--- src/rtl/hilo_divider.sv ---
// Unsigned 32-bit restoring divider producing HI (remainder) and LO (quotient) for DIVU.
// One quotient bit per cycle; results commit to HiOut/LoOut only on the DONE edge.
module hilo_divider (
    input  logic        clk,
    input  logic        reset,
    input  logic [31:0] dataA,
    input  logic [31:0] dataB,
    input  logic [5:0]  Signal,
    output logic [31:0] HiOut,
    output logic [31:0] LoOut,
    output logic        busy,
    output logic        done
);

    // state | meaning
    // IDLE  | waiting for DIVU; HiOut/LoOut hold last result
    // RUN   | 32 shift-subtract steps, one per clock
    // DONE  | result ready; committed to HiOut/LoOut on the next edge
    typedef enum logic [1:0] {
        S_IDLE = 2'd0,
        S_RUN  = 2'd1,
        S_DONE = 2'd2
    } state_t;

    localparam logic [5:0] DIVU = 6'b011011;

    state_t      r_state;
    state_t      w_state_nxt;
    logic [31:0] r_dq;
    logic [31:0] r_divisor;
    logic [32:0] r_rem;
    logic [4:0]  r_count;

    logic        w_start;
    logic [32:0] w_rem33;
    logic [32:0] w_diff;
    logic        w_ge;

    assign w_start = (r_state == S_IDLE) && (Signal == DIVU);
    assign w_rem33 = {r_rem[31:0], r_dq[31]};
    assign w_diff  = w_rem33 - {1'b0, r_divisor};
    assign w_ge    = (w_rem33 >= {1'b0, r_divisor});

    always_ff @(posedge clk) begin
        if (reset) begin
            r_state <= S_IDLE;
        end else begin
            r_state <= w_state_nxt;
        end
    end

    always_comb begin
        w_state_nxt = r_state;
        busy        = 1'b0;
        done        = 1'b0;
        case (r_state)
            S_IDLE: begin
                if (w_start) begin
                    w_state_nxt = (dataB == 32'd0) ? S_DONE : S_RUN;
                end
            end
            S_RUN: begin
                busy = 1'b1;
                if (r_count == 5'd31) begin
                    w_state_nxt = S_DONE;
                end
            end
            S_DONE: begin
                busy        = 1'b1;
                done        = 1'b1;
                w_state_nxt = S_IDLE;
            end
            default: begin
                w_state_nxt = S_IDLE;
            end
        endcase
    end

    // r_dq holds the dividend; quotient bits shift in at the LSB as dividend bits leave the MSB.
    always_ff @(posedge clk) begin
        if (reset) begin
            r_dq      <= 32'd0;
            r_divisor <= 32'd0;
            r_rem     <= 33'd0;
            r_count   <= 5'd0;
            HiOut     <= 32'd0;
            LoOut     <= 32'd0;
        end else begin
            case (r_state)
                S_IDLE: begin
                    if (w_start) begin
                        r_count <= 5'd0;
                        if (dataB == 32'd0) begin
                            r_dq  <= 32'hFFFF_FFFF;
                            r_rem <= {1'b0, dataA};
                        end else begin
                            r_dq      <= dataA;
                            r_divisor <= dataB;
                            r_rem     <= 33'd0;
                        end
                    end
                end
                S_RUN: begin
                    r_rem   <= w_ge ? w_diff : w_rem33;
                    r_dq    <= {r_dq[30:0], w_ge};
                    r_count <= r_count + 5'd1;
                end
                S_DONE: begin
                    HiOut <= r_rem[31:0];
                    LoOut <= r_dq;
                end
                default: begin
                    r_count <= 5'd0;
                end
            endcase
        end
    end

endmodule

--- config.mk ---
export PLATFORM = sky130hd
export DESIGN_NAME = hilo_divider
export DESIGN_NICKNAME = d
export VERILOG_FILES = /design/src/rtl/hilo_divider.sv
export SDC_FILE = /design/constraint.sdc
export NUM_CORES = 1
export LEC_CHECK = 0
export CORE_MARGIN = 1.5
export CORE_UTILIZATION = 54
export DETAILED_ROUTE_END_ITERATION = 16
export GPL_ROUTABILITY_DRIVEN = 0
export PLACE_DENSITY = 0.85
export RECOVER_POWER = 25
export SLEW_MARGIN = 10
export SYNTH_ARGS = -nofsm -noshare
export SYNTH_HDL_FRONTEND = slang
export SYNTH_SLANG_ARGS = --single-unit
--- constraint.sdc ---
create_clock -name clk -period 3.3 [get_ports clk]
set_clock_uncertainty 0.15 [all_clocks]
set_input_delay 0.66 -clock clk [delete_from_list [all_inputs] [get_ports clk]]
set_output_delay 0.66 -clock clk [all_outputs]
set_load 0.01 [all_outputs]
==> flow_metrics.tcl <==
set metrics [dict create \
    status "finished clean" \
    critPathLaunch "r_divisor[6]" \
    worstPathMaxFanout 7 \
    mostFrequentLayoutCells "dfxtp_1 (165), clkdlybuf4s50_1 (136), nor2_1 (130)" \
    arrival_ns 3.43 \
    synth-edff-count 0 \
    stdcell_count 1386 \
    diodes 0 \
    synth_area_per_cell_um2 8.62 \
    ant_nets 0 \
    r2r_start "r_divisor[6]" \
    fin_area_um2 11200 \
    cp-start-kind "flip-flop" \
    cts_buffer_depth 2 \
    tightest_slew_ns 1.23 \
    cap_viol_max_count 0 \
    start_util_pct 55.1 \
    syn_to_final_growth_pct 28.5 \
    synth_fp_nets 1122 \
    hold_buffers 0 \
    fin_ws_ns 0.0539 \
    setup_viol 0 \
    drc 0 \
    layout_commonest_cell "dfxtp_1" \
    yosysUniqueCellTypes 66 \
    layout.nets 1267 \
    clock_latency_ns 0.44 \
    synth_area_um2 8720 \
    dieArea_um2 16900 \
    first_iter_violations 1063 \
    n_fill_cell 1234 \
    die_h_um 130 \
    antenna_found_initial 0 \
    place_inst 1352 \
    ir_drop_mv 0.427 \
    vias 8449 \
    leakagePower_uw 0.00456 \
    r2r_slack_ns 0.05 \
    grt_start_max_net_pins 75 \
    reg2reg_depth 12 \
    dp_slack_ns 0.0137 \
    port_buffers 137 \
    cts.sinks 167 \
    fin_tns_setup_ns 0 \
    drive_gt1_share_pct 10.2 \
    ios 138 \
    ys_async_sr_fraction_pct 0 \
    core_um2 15800 \
    slew_headroom_pct 17.8 \
    ys_seq_area_share_pct 38.3 \
    final_hold_viol_count 0 \
    cts_tree "built" \
    cp-endpoint "r_rem[23]" \
    required_ns 3.48 \
    synth-main-ff-cell "dfxtp_1" \
    grt_remaining_overflow 0 \
    rr_endpoint "r_rem[23]" \
    die_x_um 130 \
    period_share_pct 98.4 \
    fmax_mhz 308 \
    fin_hold_ws_ns 0.283 \
    h-tree-depth 4 \
    hold_path_class "input port to flip-flop" \
    grt_usage_pct 30.7 \
    drt_first_pass_iters 5 \
    cts.reportedPaths.clkPinSlew_ns 0.07 \
    wl_per_cell_um 18.7 \
    fp-row-count 46 \
    ys_ff_latch 167 \
    numCtsBuffers 17 \
    syn_inst 1012 \
    grt_pass1_vias 7665 \
    drv_slew 0 \
    wl_um 25900 \
    ys_warn_count 0 \
    end_kind "flip-flop" \
    min_period_ns 3.25 \
    cellPowerDensity_nw_per_um2 437 \
    grt_pass1_wl_um 40500 \
    root_buffer "clkbuf_16" \
    dpl-instance-area_um2 10600 \
    dp_hpwl_um 18500 \
    via_per_inst 6.10 \
    worstSetupPathType "flip-flop to flip-flop" \
]
[report_power, final]
part	leakage [uW]	internal (uW)	total, uW	switching (uW)
combinational	0.00295	416	892	475
sequential	0.00135	2030	2040	13.0
clock	0.000272	1060	1960	905
[kinds of logic after synthesis]
group | count (synthesis) | synth area share, %
adders and majority gates | 38 | 5.54
DFF | 167 | 38.3
xor gates and xnor gates | 27 | 2.71
and+or+nand+nor | 276 | 14.0
muxes | 116 | 13.7
buffers and inverters | 122 | 5.59
AOI/OAI and AO/OA | 266 | 20.2
[flip-flops by register name (all words and copies together) (netlist names)]
register and count:
HiOut 32, LoOut 32, r_count 5, r_divisor 32, r_dq 32, r_rem 32
r_state 2
[cell type report]
type	count	area [um2]	share of cell area, %
multi-input cells	723	4960	44.3
clock inverters	14	141	1.26
repair buffers	193	1850	16.5
flip-flops and latches	167	3350	29.9
inverters	55	206	1.84
clock buffers	18	429	3.83
well taps	216	270	2.41
[worst min-delay path by stage]
stage	from	slack [ns]	to	cells after the start
6_report	reset	0.28	r_count[2]	2
5_1_grt	reset	0.28	r_count[2]	2
4_1_cts	reset	0.28	r_count[2]	2
3_5_place_dp	r_count[4]	0.31	r_count[4]	2
3_3_place_gp	r_count[4]	0.29	r_count[4]	2
2_1_floorplan	r_count[4]	0.29	r_count[4]	2
[metal layers]
metal	vias up	share of wire (%)	GRT usage (%)
li1	3935	-	-
met1	3983	44	44.8
met2	480	43	45.0
met3	51	11	7.05
met4	0	2.0	9.41
met5	-	0	0
[cell usage after synthesis, drive strengths merged, types with 2 or more instances]
master   number  area, um2
dfxtp       167       3340
nor2        130        488
mux2i       108       1080
a21oi       106        534
nand2        72        270
inv          55        206
clkbuf       51        191
o21ai        41        205
ha           37        463
o221ai       33        289
xnor2        19        166
buf          16       90.1
nand3        16       85.1
a211oi       14        110
a221oi       12        143
nand4        12       75.1
and3         11       68.8
nor4         11       75.1
o211ai        9       67.6
o22ai         9       56.3
mux2          8        113
nor3          8       45.0
xor2          8       70.1
a21o          7       52.6
o21bai        6       45.0
a31oi         3       18.8
and2          3       18.8
nand2b        3       18.8
nor2b         3       18.8
o21a          3       22.5
a211o         2       17.5
a21boi        2       15.0
nor3b         2       15.0
o2111ai       2       17.5
o31a          2       17.5
o31ai         2       15.0
[stage by stage]
step / power, uW / utilization [%]
2_1_floorplan: 2640 / -
3_3_place_gp: 2900 / 66.8
3_5_place_dp: 2910 / 66.8
4_1_cts: 4830 / 70.5
5_1_grt: 5030 / 70.8
6_report: 4900 / 70.8
[worst max-delay path, stage by stage (launching register included)]
cell      delay [ns]
dfxtp_1         0.36
inv_1           0.07
ha_1            0.35
buf_4           0.18
a21oi_1         0.08
o211ai_1        0.26
a21oi_1         0.14
a31o_2          0.29
a21o_1          0.22
a311oi_4        0.36
xor2_1          0.24
mux2i_1         0.13
a211oi_2        0.31
[repair_timing]
action                                  in CTS  in global routing
endpoints found under the hold margin        0                  0
cloned                                       0                  1
pin swaps                                    0                  1
resized for setup                            1                  7
buffers inserted                             0                  1
endpoints found under the setup margin       1                 10
Note: power is estimated with default switching activity, not from simulation.
